--- src/rtl/uart_autobaud_ctrl_if.sv ---
// Receiver-side and downstream byte link of the autobaud controller.
// The slave modport is the controller; the master modport is the receiver/sink side.
interface uart_autobaud_ctrl_if;
  logic [7:0] rx_data;
  logic       rx_done;
  logic [2:0] baud_set;
  logic [7:0] byte_out;
  logic       byte_valid;

  modport master (
    output rx_data, rx_done,
    input  baud_set, byte_out, byte_valid
  );

  modport slave (
    input  rx_data, rx_done,
    output baud_set, byte_out, byte_valid
  );
endinterface

--- src/rtl/uart_autobaud_ctrl.sv ---
// Automatic baud-rate hunt: sweeps baud_set until SYNC_COUNT consecutive
// SYNC_BYTE receptions are seen, then locks and forwards received bytes.
module uart_autobaud_ctrl #(
  parameter logic [7:0]  SYNC_BYTE   = 8'h55,
  parameter int unsigned SYNC_COUNT  = 3,
  parameter logic [2:0]  START_IDX   = 3'd0,
  parameter int unsigned SETTLE_CYC  = 10000,
  parameter int unsigned TIMEOUT_CYC = 2000000
) (
  input  logic                 Clk,
  input  logic                 Rst_n,
  input  logic                 enable,
  input  logic                 relock,
  uart_autobaud_ctrl_if.slave  bus,
  output logic                 locked,
  output logic                 sweep_fail
);

  localparam int unsigned SW = (SETTLE_CYC  > 1) ? $clog2(SETTLE_CYC)  : 1;
  localparam int unsigned TW = (TIMEOUT_CYC > 1) ? $clog2(TIMEOUT_CYC) : 1;
  localparam int unsigned MW = $clog2(SYNC_COUNT + 1);

  typedef enum logic [1:0] {IDLE, SETTLE, HUNT, LOCKED} state_t;

  state_t        state, state_nxt;
  logic [SW-1:0] settle_cnt, settle_nxt;
  logic [TW-1:0] timeout_cnt, timeout_nxt;
  logic [MW-1:0] match_cnt, match_nxt;
  logic [2:0]    tried_cnt, tried_nxt;
  logic [2:0]    baud_nxt;
  logic [7:0]    byte_nxt;
  logic          valid_nxt, fail_nxt, locked_nxt;
  logic          is_sync, settle_done, timeout_hit, match_done, advance;

  assign is_sync     = (bus.rx_data == SYNC_BYTE);
  assign settle_done = (settle_cnt  == SW'(SETTLE_CYC - 1));
  assign timeout_hit = (timeout_cnt == TW'(TIMEOUT_CYC - 1));
  assign match_done  = (match_cnt   == MW'(SYNC_COUNT - 1));
  assign advance     = (state == HUNT) && (bus.rx_done ? !is_sync : timeout_hit);

  always_ff @(posedge Clk or negedge Rst_n) begin
    if (!Rst_n) state <= IDLE;
    else        state <= state_nxt;
  end

  always_comb begin
    state_nxt = state;
    unique case (state)
      IDLE:    if (enable) state_nxt = SETTLE;
      SETTLE:  if (settle_done) state_nxt = HUNT;
      HUNT: begin
        if (advance)                        state_nxt = SETTLE;
        else if (bus.rx_done && match_done) state_nxt = LOCKED;
      end
      LOCKED:  state_nxt = LOCKED;
      default: state_nxt = IDLE;
    endcase
    // enable=0 outranks relock, which outranks any byte or timeout event
    if (relock && state != IDLE) state_nxt = SETTLE;
    if (!enable)                 state_nxt = IDLE;
  end

  always_comb begin
    settle_nxt  = settle_cnt;
    timeout_nxt = timeout_cnt;
    match_nxt   = match_cnt;
    tried_nxt   = tried_cnt;
    baud_nxt    = bus.baud_set;
    byte_nxt    = bus.byte_out;
    valid_nxt   = 1'b0;
    fail_nxt    = 1'b0;
    locked_nxt  = (state_nxt == LOCKED);
    if (!enable) begin
      // hold everything; the restart from IDLE clears the counters
    end else if (state == IDLE || relock) begin
      settle_nxt  = '0;
      timeout_nxt = '0;
      match_nxt   = '0;
      tried_nxt   = '0;
      baud_nxt    = START_IDX;
    end else begin
      unique case (state)
        SETTLE: begin
          settle_nxt = settle_done ? '0 : settle_cnt + 1'b1;
          if (settle_done) timeout_nxt = '0;
        end
        HUNT: begin
          if (advance) begin
            baud_nxt    = bus.baud_set + 3'd1;
            match_nxt   = '0;
            settle_nxt  = '0;
            timeout_nxt = '0;
            fail_nxt    = (tried_cnt == 3'd7);
            tried_nxt   = tried_cnt + 3'd1;
          end else if (bus.rx_done) begin
            timeout_nxt = '0;
            match_nxt   = match_done ? '0 : match_cnt + 1'b1;
          end else begin
            timeout_nxt = timeout_cnt + 1'b1;
          end
        end
        LOCKED: begin
          if (bus.rx_done) begin
            byte_nxt  = bus.rx_data;
            valid_nxt = 1'b1;
          end
        end
        default: ;
      endcase
    end
  end

  always_ff @(posedge Clk or negedge Rst_n) begin
    if (!Rst_n) begin
      settle_cnt     <= '0;
      timeout_cnt    <= '0;
      match_cnt      <= '0;
      tried_cnt      <= '0;
      bus.baud_set   <= START_IDX;
      bus.byte_out   <= '0;
      bus.byte_valid <= 1'b0;
      sweep_fail     <= 1'b0;
      locked         <= 1'b0;
    end else begin
      settle_cnt     <= settle_nxt;
      timeout_cnt    <= timeout_nxt;
      match_cnt      <= match_nxt;
      tried_cnt      <= tried_nxt;
      bus.baud_set   <= baud_nxt;
      bus.byte_out   <= byte_nxt;
      bus.byte_valid <= valid_nxt;
      sweep_fail     <= fail_nxt;
      locked         <= locked_nxt;
    end
  end

endmodule
--- src/flat_wrapper.sv ---
// flat-port wrapper written by rule: the top's interface ports become plain ports
module uart_autobaud_ctrl_flat 
#(
  parameter logic [7:0]  SYNC_BYTE   = 8'h55,
  parameter int unsigned SYNC_COUNT  = 3,
  parameter logic [2:0]  START_IDX   = 3'd0,
  parameter int unsigned SETTLE_CYC  = 10000,
  parameter int unsigned TIMEOUT_CYC = 2000000
)
  (Clk, Rst_n, enable, relock, locked, sweep_fail, bus_rx_data, bus_rx_done, bus_baud_set, bus_byte_out, bus_byte_valid);
  uart_autobaud_ctrl_if bus_i ();
  input  logic Clk;
  input  logic Rst_n;
  input  logic enable;
  input  logic relock;
  output logic locked;
  output logic sweep_fail;
  input wire logic [$bits(bus_i.rx_data)-1:0] bus_rx_data;
  input wire logic [$bits(bus_i.rx_done)-1:0] bus_rx_done;
  output wire logic [$bits(bus_i.baud_set)-1:0] bus_baud_set;
  output wire logic [$bits(bus_i.byte_out)-1:0] bus_byte_out;
  output wire logic [$bits(bus_i.byte_valid)-1:0] bus_byte_valid;
  assign bus_i.rx_data = bus_rx_data;
  assign bus_i.rx_done = bus_rx_done;
  assign bus_baud_set = bus_i.baud_set;
  assign bus_byte_out = bus_i.byte_out;
  assign bus_byte_valid = bus_i.byte_valid;
  uart_autobaud_ctrl #(.SYNC_BYTE(SYNC_BYTE), .SYNC_COUNT(SYNC_COUNT), .START_IDX(START_IDX), .SETTLE_CYC(SETTLE_CYC), .TIMEOUT_CYC(TIMEOUT_CYC)) u_core (.Clk(Clk), .Rst_n(Rst_n), .enable(enable), .relock(relock), .bus(bus_i), .locked(locked), .sweep_fail(sweep_fail));
endmodule
--- config.mk ---
export PLATFORM = sky130hd
export DESIGN_NAME = uart_autobaud_ctrl_flat
export DESIGN_NICKNAME = d
export VERILOG_FILES = /design/src/rtl/uart_autobaud_ctrl_if.sv /design/src/rtl/uart_autobaud_ctrl.sv /design/src/flat_wrapper.sv
export SDC_FILE = /design/constraint.sdc
export NUM_CORES = 1
export LEC_CHECK = 0
export ABC_AREA = 1
export CAP_MARGIN = 40
export CELL_PAD_IN_SITES_DETAIL_PLACEMENT = 1
export CELL_PAD_IN_SITES_GLOBAL_PLACEMENT = 1
export CORE_ASPECT_RATIO = 0.7
export CORE_MARGIN = 2
export CORE_UTILIZATION = 46
export CTS_BUF_LIST = sky130_fd_sc_hd__clkbuf_8
export DETAILED_ROUTE_END_ITERATION = 12
export GPL_ROUTABILITY_DRIVEN = 0
export MAX_ROUTING_LAYER = met4
export PLACE_DENSITY_LB_ADDON = 0.3
export SETUP_SLACK_MARGIN = 0.3
export SLEW_MARGIN = 30
export SYNTH_ARGS = -nofsm -noshare
export SYNTH_HDL_FRONTEND = slang
export SYNTH_SLANG_ARGS = --single-unit
--- constraint.sdc ---
create_clock -name Clk -period 3.44 [get_ports Clk]
set_input_delay 0.344 -clock Clk [delete_from_list [all_inputs] [get_ports Clk]]
set_output_delay 0.344 -clock Clk [all_outputs]
set_load 0.01 [all_outputs]
==> results of run 1 <==
worst max-delay path: cells and delay by family (launching register included):
| family | cells | cell delay, ps |
|---|---|---|
| and+or+nand+nor | 8 | 1620 |
| DFF | 1 | 460 |
| adders and majority gates | 1 | 260 |
registers in the layout, summed over array words and instances (netlist names):
register / count
u_core.timeout_cnt: 21
u_core.state: 2
u_core.tried_cnt: 3
u_core.match_cnt: 2
u_core.settle_cnt: 14
u_core.locked: 1
u_core.sweep_fail: 1
u_core.bus.baud_set: 3
u_core.bus.byte_valid: 1
u_core.bus.byte_out: 8
where the power goes:
group	switching [mW]	leakage, nW	internal (mW)
Combinational	0.0648	0.955	0.0324
Clock	0.241	0.0455	0.143
Sequential	0.00724	0.776	0.665
Total	0.313	1.78	0.840
kinds of logic after synthesis:
logic type,count (synthesis)
and+or+nand+nor,307
buffers and inverters,74
DFF,56
AOI/OAI and AO/OA,42
xor gates and xnor gates,12
adders and majority gates,5
worst paths after layout:
check,start,to,slack (ps)
worst max register to register,u_core.settle_cnt[0]$_DFFE_PN0P_,u_core.timeout_cnt[19]$_DFFE_PN0P_,1050
min in group Clk,u_core.bus.byte_out[7]$_DFFE_PN0P_,u_core.bus.byte_out[7]$_DFFE_PN0P_,490
worst min register to register,u_core.bus.byte_out[7]$_DFFE_PN0P_,u_core.bus.byte_out[7]$_DFFE_PN0P_,490
max in group asynchronous,Rst_n,u_core.timeout_cnt[4]$_DFFE_PN0P_,2830
worst min-delay path,Rst_n,u_core.bus.byte_out[7]$_DFFE_PN0P_,20
worst max-delay path,u_core.settle_cnt[0]$_DFFE_PN0P_,u_core.timeout_cnt[19]$_DFFE_PN0P_,1050
Yosys cell counts:
cell,count,area share
or2_2,3,0.0053
clkbuf_1,2,0.0021
dfrtp_1,56,0.40
nor3_4,1,0.0046
buf_6,5,0.016
nand2_1,132,0.14
nor4_1,2,0.0035
a31o_2,1,0.0025
nand4_1,19,0.034
ha_1,5,0.018
nor2_2,5,0.0088
o21ai_0,19,0.027
o21bai_1,2,0.0042
nor3_1,16,0.023
nand3_1,51,0.072
nand2_4,2,0.0064
a21boi_4,1,0.0053
a21oi_1,4,0.0057
nor2_8,1,0.0057
o21ai_2,15,0.037
buf_2,2,0.0028
xor2_1,9,0.022
inv_1,57,0.061
nor2_1,72,0.076
inv_2,8,0.0085
nand2_2,3,0.0053
xnor2_1,3,0.0074
metrics by stage:
stage          std cells  power (mW)  worst slack, ps  cell area (µm²)  hold WS, ps
4_1_cts              620        1.16             1000             3940         39.9
2_1_floorplan        496       0.737             1760             3540         48.4
5_1_grt              621        1.20              736             3950         62.7
3_3_place_gp         612       0.777              916             3850          457
6_report             621        1.15             1050             3950         20.1
3_5_place_dp         612       0.781              833             3850          408
routing by layer:
metal | part of all wire | wire [µm] | vias to the layer above | track usage
met3 | 0.060 | 604 | 10 | 0.0445
met5 | 0 | 0 | - | -
met1 | 0.50 | 4990 | 1616 | 0.384
met4 | 0.0084 | 84 | 0 | 0.0564
met2 | 0.44 | 4380 | 81 | 0.390
li1 | - | - | 1638 | -
final cells by class:
class	count	area, µm²
Timing Repair Buffer	28	280
Clock inverter	3	20.0
Clock buffer	5	68.8
Fill cell	979	3430
Tap cell	98	123
Sequential cell	56	1400
Inverter	65	244
Multi-Input combinational cell	366	1820
==> flow_metrics.env, run 1 <==
export IMPL_cts_resized=0
export IMPL_port_buffers=26
export IMPL_post_drt_wl_per_cell_um=16.2
export IMPL_syn_instance_count=496
export IMPL_grt_pass1_vias=3366
export IMPL_p_per_area_mw_per_mm2=292
export IMPL_cp_cell_sequence="ha_1 -> nand3_1 -> nor2_1 -> nand2_1 -> nand2_1 -> nand2_2 -> nor2_1 -> nand4_1 -> nand2_1"
export IMPL_drive_gt1_frac=0.0956
export IMPL_synth_simple_area_share=0.385
export IMPL_synth_seq_cells=56
export IMPL_hold_buffers=0
export IMPL_grt_setup_unrepaired="no"
export IMPL_cts_buffers_inserted=5
export IMPL_diodes=0
export IMPL_routed_via_count=3345
export IMPL_worst_slew_pin_slew_ps=746
export IMPL_drv_slew=0
export IMPL_rows=26
export IMPL_synthDistinctLibCells=27
export IMPL_final_common_cell="nand2_1"
export IMPL_grt_pass1_wl_um=17000
export IMPL_synthAdderAreaFrac=0.0177
export IMPL_final_util=0.535
export IMPL_drt_iter0_drc=182
export IMPL_synth_area_mm2=0.00354
export IMPL_ant_nets=0
export IMPL_path_clk_slew_ps=110
export IMPL_hold_path_class="in2async"
export IMPL_die_y_um=77.4
export IMPL_area_growth_pct=11.8
export IMPL_worstSetupEndpointType="register"
export IMPL_synth_compound_area_share=0.0817
export IMPL_cts_max_path_buffers=2
export IMPL_gr_total_overflow=0
export IMPL_die_w_um=109
export IMPL_status="complete, no violations"
export IMPL_syn_nets=514
export IMPL_rr_worst_depth=9
export IMPL_seq_area_frac_synth=0.396
export IMPL_synth_xor_area_frac=0.0297
export IMPL_post_cts_buffers=0
export IMPL_core_area_mm2=0.00738
export IMPL_skew_ps=9.52
export IMPL_first_pass_iters=5
export IMPL_slowest_stage="nor2_1"
export IMPL_final_cell_mix="nand2_1 (132), nor2_1 (72), inv_1 (58)"
export IMPL_fmax_mhz=418
export IMPL_crit_required_ps=3710
export IMPL_dieArea_mm2=0.00842
export IMPL_drc=0
export IMPL_relSlewSlack=0.503
export IMPL_avgSynthCellArea_um2=7.13
export IMPL_clock_root_buffer="clkbuf_8"
export IMPL_finalSetupTns_ps=0
export IMPL_totalWireLength_um=10100
export IMPL_start_util=0.479
export IMPL_grt_max_degree=49
export IMPL_leakage_nw=1.78
export IMPL_ys_warn_count=0
export IMPL_crit_path_max_fanout=12
export IMPL_cp_arrival_ps=2660
export IMPL_grt_total_usage=0.265
export IMPL_antenna_found_initial=0
export IMPL_viasPerCell=5.39
export IMPL_criticalPathCategory="reg2reg"
export IMPL_cts_tree="done"
export IMPL_clkSinkCount=56
export IMPL_hold_viol=0
export IMPL_ios=27
export IMPL_clk_latency_ps=330
export IMPL_nets=540
export IMPL_min_period_over_period=0.695
export IMPL_min_period_ps=2390
export IMPL_dpl_hpwl_um=7680
export IMPL_cp_slowest_stage_delay_ps=530
export IMPL_drv_cap=0
export IMPL_synth_top_family_by_area="simple AND/OR/NAND/NOR gates"
export IMPL_synthMuxAreaShare=0
export IMPL_startpoint_type="register"
export IMPL_crit_top_cell="nand2_1"
export IMPL_max_vdd_ir_drop_mv=0.155
export IMPL_h_tree_depth=2
export IMPL_finalSetupViolations=0
No activity file was read; power rests on OpenSTA's default activity.
==> run 2: changes to the inputs <==
- CORE_UTILIZATION: 46 -> 40
- clock period: 3.44 -> 2.08 ns (I/O delays scaled with it)
==> run 2 against run 1 <==
Critical path type unchanged. Cell count grew 9.8%. Critical endpoint is now u_core.settle_cnt[1]$_DFFE_PN0P_. Cell area grew 16%. Non-clock buffer count grew 39. Core utilization grew 0.52 points. Clock power grew 72%. Routed wire length grew 21%. Setup slack lost 880 ps. Combinational power grew to 2.5 times the previous value. Critical path depth grew 2. Highest routed layer unchanged.
==> flow_metrics.env, run 2 (same netlist as run 1, synthesis figures left out) <==
export IMPL_clock_root_buffer="clkbuf_8"
export IMPL_largest_reg_flops=21
export IMPL_drt_iter0_drc=278
export IMPL_drive_gt1_frac=0.244
export IMPL_port_buffers=26
export IMPL_h_tree_depth=2
export IMPL_critPathLaunch="u_core.timeout_cnt[12]$_DFFE_PN0P_"
export IMPL_path_clk_slew_ps=110
export IMPL_post_drt_wl_per_cell_um=17.9
export IMPL_grt_pass1_wl_um=18000
export IMPL_grt_max_degree=32
export IMPL_startpoint_type="register"
export IMPL_viasPerCell=5.39
export IMPL_hold_viol=0
export IMPL_die_y_um=82.7
export IMPL_crit_path_max_fanout=7
export IMPL_max_vdd_ir_drop_mv=0.216
export IMPL_min_period_over_period=0.920
export IMPL_status="complete, no violations"
export IMPL_hold_path_class="in2async"
export IMPL_drc=0
export IMPL_register_area_mm2=0.00141
export IMPL_fmax_mhz=522
export IMPL_grt_pass1_vias=3576
export IMPL_whs_ps=427
export IMPL_min_period_ps=1910
export IMPL_finalSetupTns_ps=0
export IMPL_drv_cap=0
export IMPL_cp_arrival_ps=2150
export IMPL_leakage_nw=2.02
export IMPL_start_util=0.415
export IMPL_dpl_hpwl_um=7750
export IMPL_reg_largest_list="u_core.timeout_cnt x21, u_core.settle_cnt x14, u_core.bus.byte_out x8"
export IMPL_grt_total_usage=0.252
export IMPL_die_w_um=116
export IMPL_criticalPathCategory="reg2reg"
export IMPL_ios=27
export IMPL_crit_required_ps=2320
export IMPL_routed_via_count=3675
export IMPL_relSlewSlack=0.583
export IMPL_final_util=0.541
export IMPL_cts_buffers_inserted=5
export IMPL_nets=579
export IMPL_dr_max_layer_used="met4"
export IMPL_grt_setup_unrepaired="yes"
export IMPL_ant_nets=0
export IMPL_antenna_found_initial=0
export IMPL_dieArea_mm2=0.00962
export IMPL_first_pass_iters=4
export IMPL_clk_latency_ps=330
export IMPL_rows=28
export IMPL_diodes=0
export IMPL_final_cell_mix="nand2_1 (118), nor2_1 (61), inv_1 (56)"
export IMPL_finalSetupViolations=0
export IMPL_core_area_mm2=0.00851
export IMPL_wl_met1_um=5620
export IMPL_multiInputGateArea_mm2=0.00201
export IMPL_clkSinkCount=56
export IMPL_largest_register="u_core.timeout_cnt"
export IMPL_gr_total_overflow=0
export IMPL_skew_ps=14.2
export IMPL_worstSetupEndpointType="register"
export IMPL_regToRegStartpoint="u_core.timeout_cnt[12]$_DFFE_PN0P_"
export IMPL_p_per_area_mw_per_mm2=438
export IMPL_cts_tree="done"
export IMPL_dp_slack_ps=-8.25
export IMPL_cts_max_path_buffers=2
export IMPL_area_growth_pct=30.1
export IMPL_wl_met3_um=745
export IMPL_setup_slack_ps=166
export IMPL_totalWireLength_um=12200
export IMPL_worst_slew_pin_slew_ps=625
export IMPL_drv_slew=0
export IMPL_fill_cells=1071
export IMPL_dr_wl_met2_um=5640
export IMPL_final_common_cell="nand2_1"
==> run 2: changes by cell type in the layout (fill, tap and decap cells not counted), moves of 4 or more <==
cell     previous run  this run
nor2_4              0         5
dfrtp_2             0         8
dfrtp_1            56        48
buf_6               0         5
nand2_1           132       118
nor2_2              5        11
o21ai_1             0         4
nand3_1            51        45
buf_4               2        29
nor2_1             72        61
nand2_4             2         6
nand2_2             3        13
nand3_2             0         5
o21ai_0            19        14
==> run 2: per-layer routing <==
metal,up-vias,track usage
met5,-,-
met3,21,0.0482
met4,0,0.0583
li1,1727,-
met2,115,0.391
met1,1812,0.343
==> run 2: timing repair <==
action                                  4_1_cts  5_1_grt
hold endpoints to repair                     25        0
gates cloned                                  2        1
setup buffers                                12       12
hold buffers                                  1        0
endpoints found under the setup margin       46       54
pin swaps                                     6       16
gates resized for setup                      23       56
==> run 2: final cells by class <==
class | count | share of cell area
Multi-Input combinational cell | 366 | 0.436
Sequential cell | 56 | 0.307
Timing Repair Buffer | 67 | 0.148
Inverter | 65 | 0.0574
Tap cell | 120 | 0.0326
Clock buffer | 5 | 0.0150
Clock inverter | 3 | 0.00489
==> run 2: stage by stage <==
stage	cells	total power [mW]	instance area, µm²
after floorplan	496	1.22	3540
final	682	2.02	4600
after detailed placement	646	1.32	3990
after global routing	682	2.10	4600
after global placement	646	1.31	3990
after CTS	669	2.00	4320
==> run 2: path summary, 6_finish.rpt <==
kind	end	slack (ps)	cells past startpoint
min in group Clk	u_core.bus.byte_out[3]$_DFFE_PN0P_	460	3
setup reg to reg	u_core.settle_cnt[1]$_DFFE_PN0P_	170	11
hold reg to reg	u_core.bus.byte_out[4]$_DFFE_PN0P_	490	2
hold / removal	u_core.bus.byte_out[0]$_DFFE_PN0P_	430	2
setup / recovery	u_core.settle_cnt[1]$_DFFE_PN0P_	170	11
max in group asynchronous	u_core.timeout_cnt[5]$_DFFE_PN0P_	1030	3
==> run 2: power breakdown <==
part           internal, mW  switching (mW)
Combinational         0.102           0.145
Clock                 0.243           0.417
Sequential             1.10          0.0103
Total                  1.45           0.572
==> run 2: critical path, stage by stage, from the launching register on <==
cell and delay (ps):
dfrtp_2 480, nor2_1 190, nand2_1 90, nor2_1 160
nand3_2 110, nand2_2 110, nand2_4 80, a21boi_4 230
buf_6 140, buf_12 110, nand2_1 60, o21ai_0 80
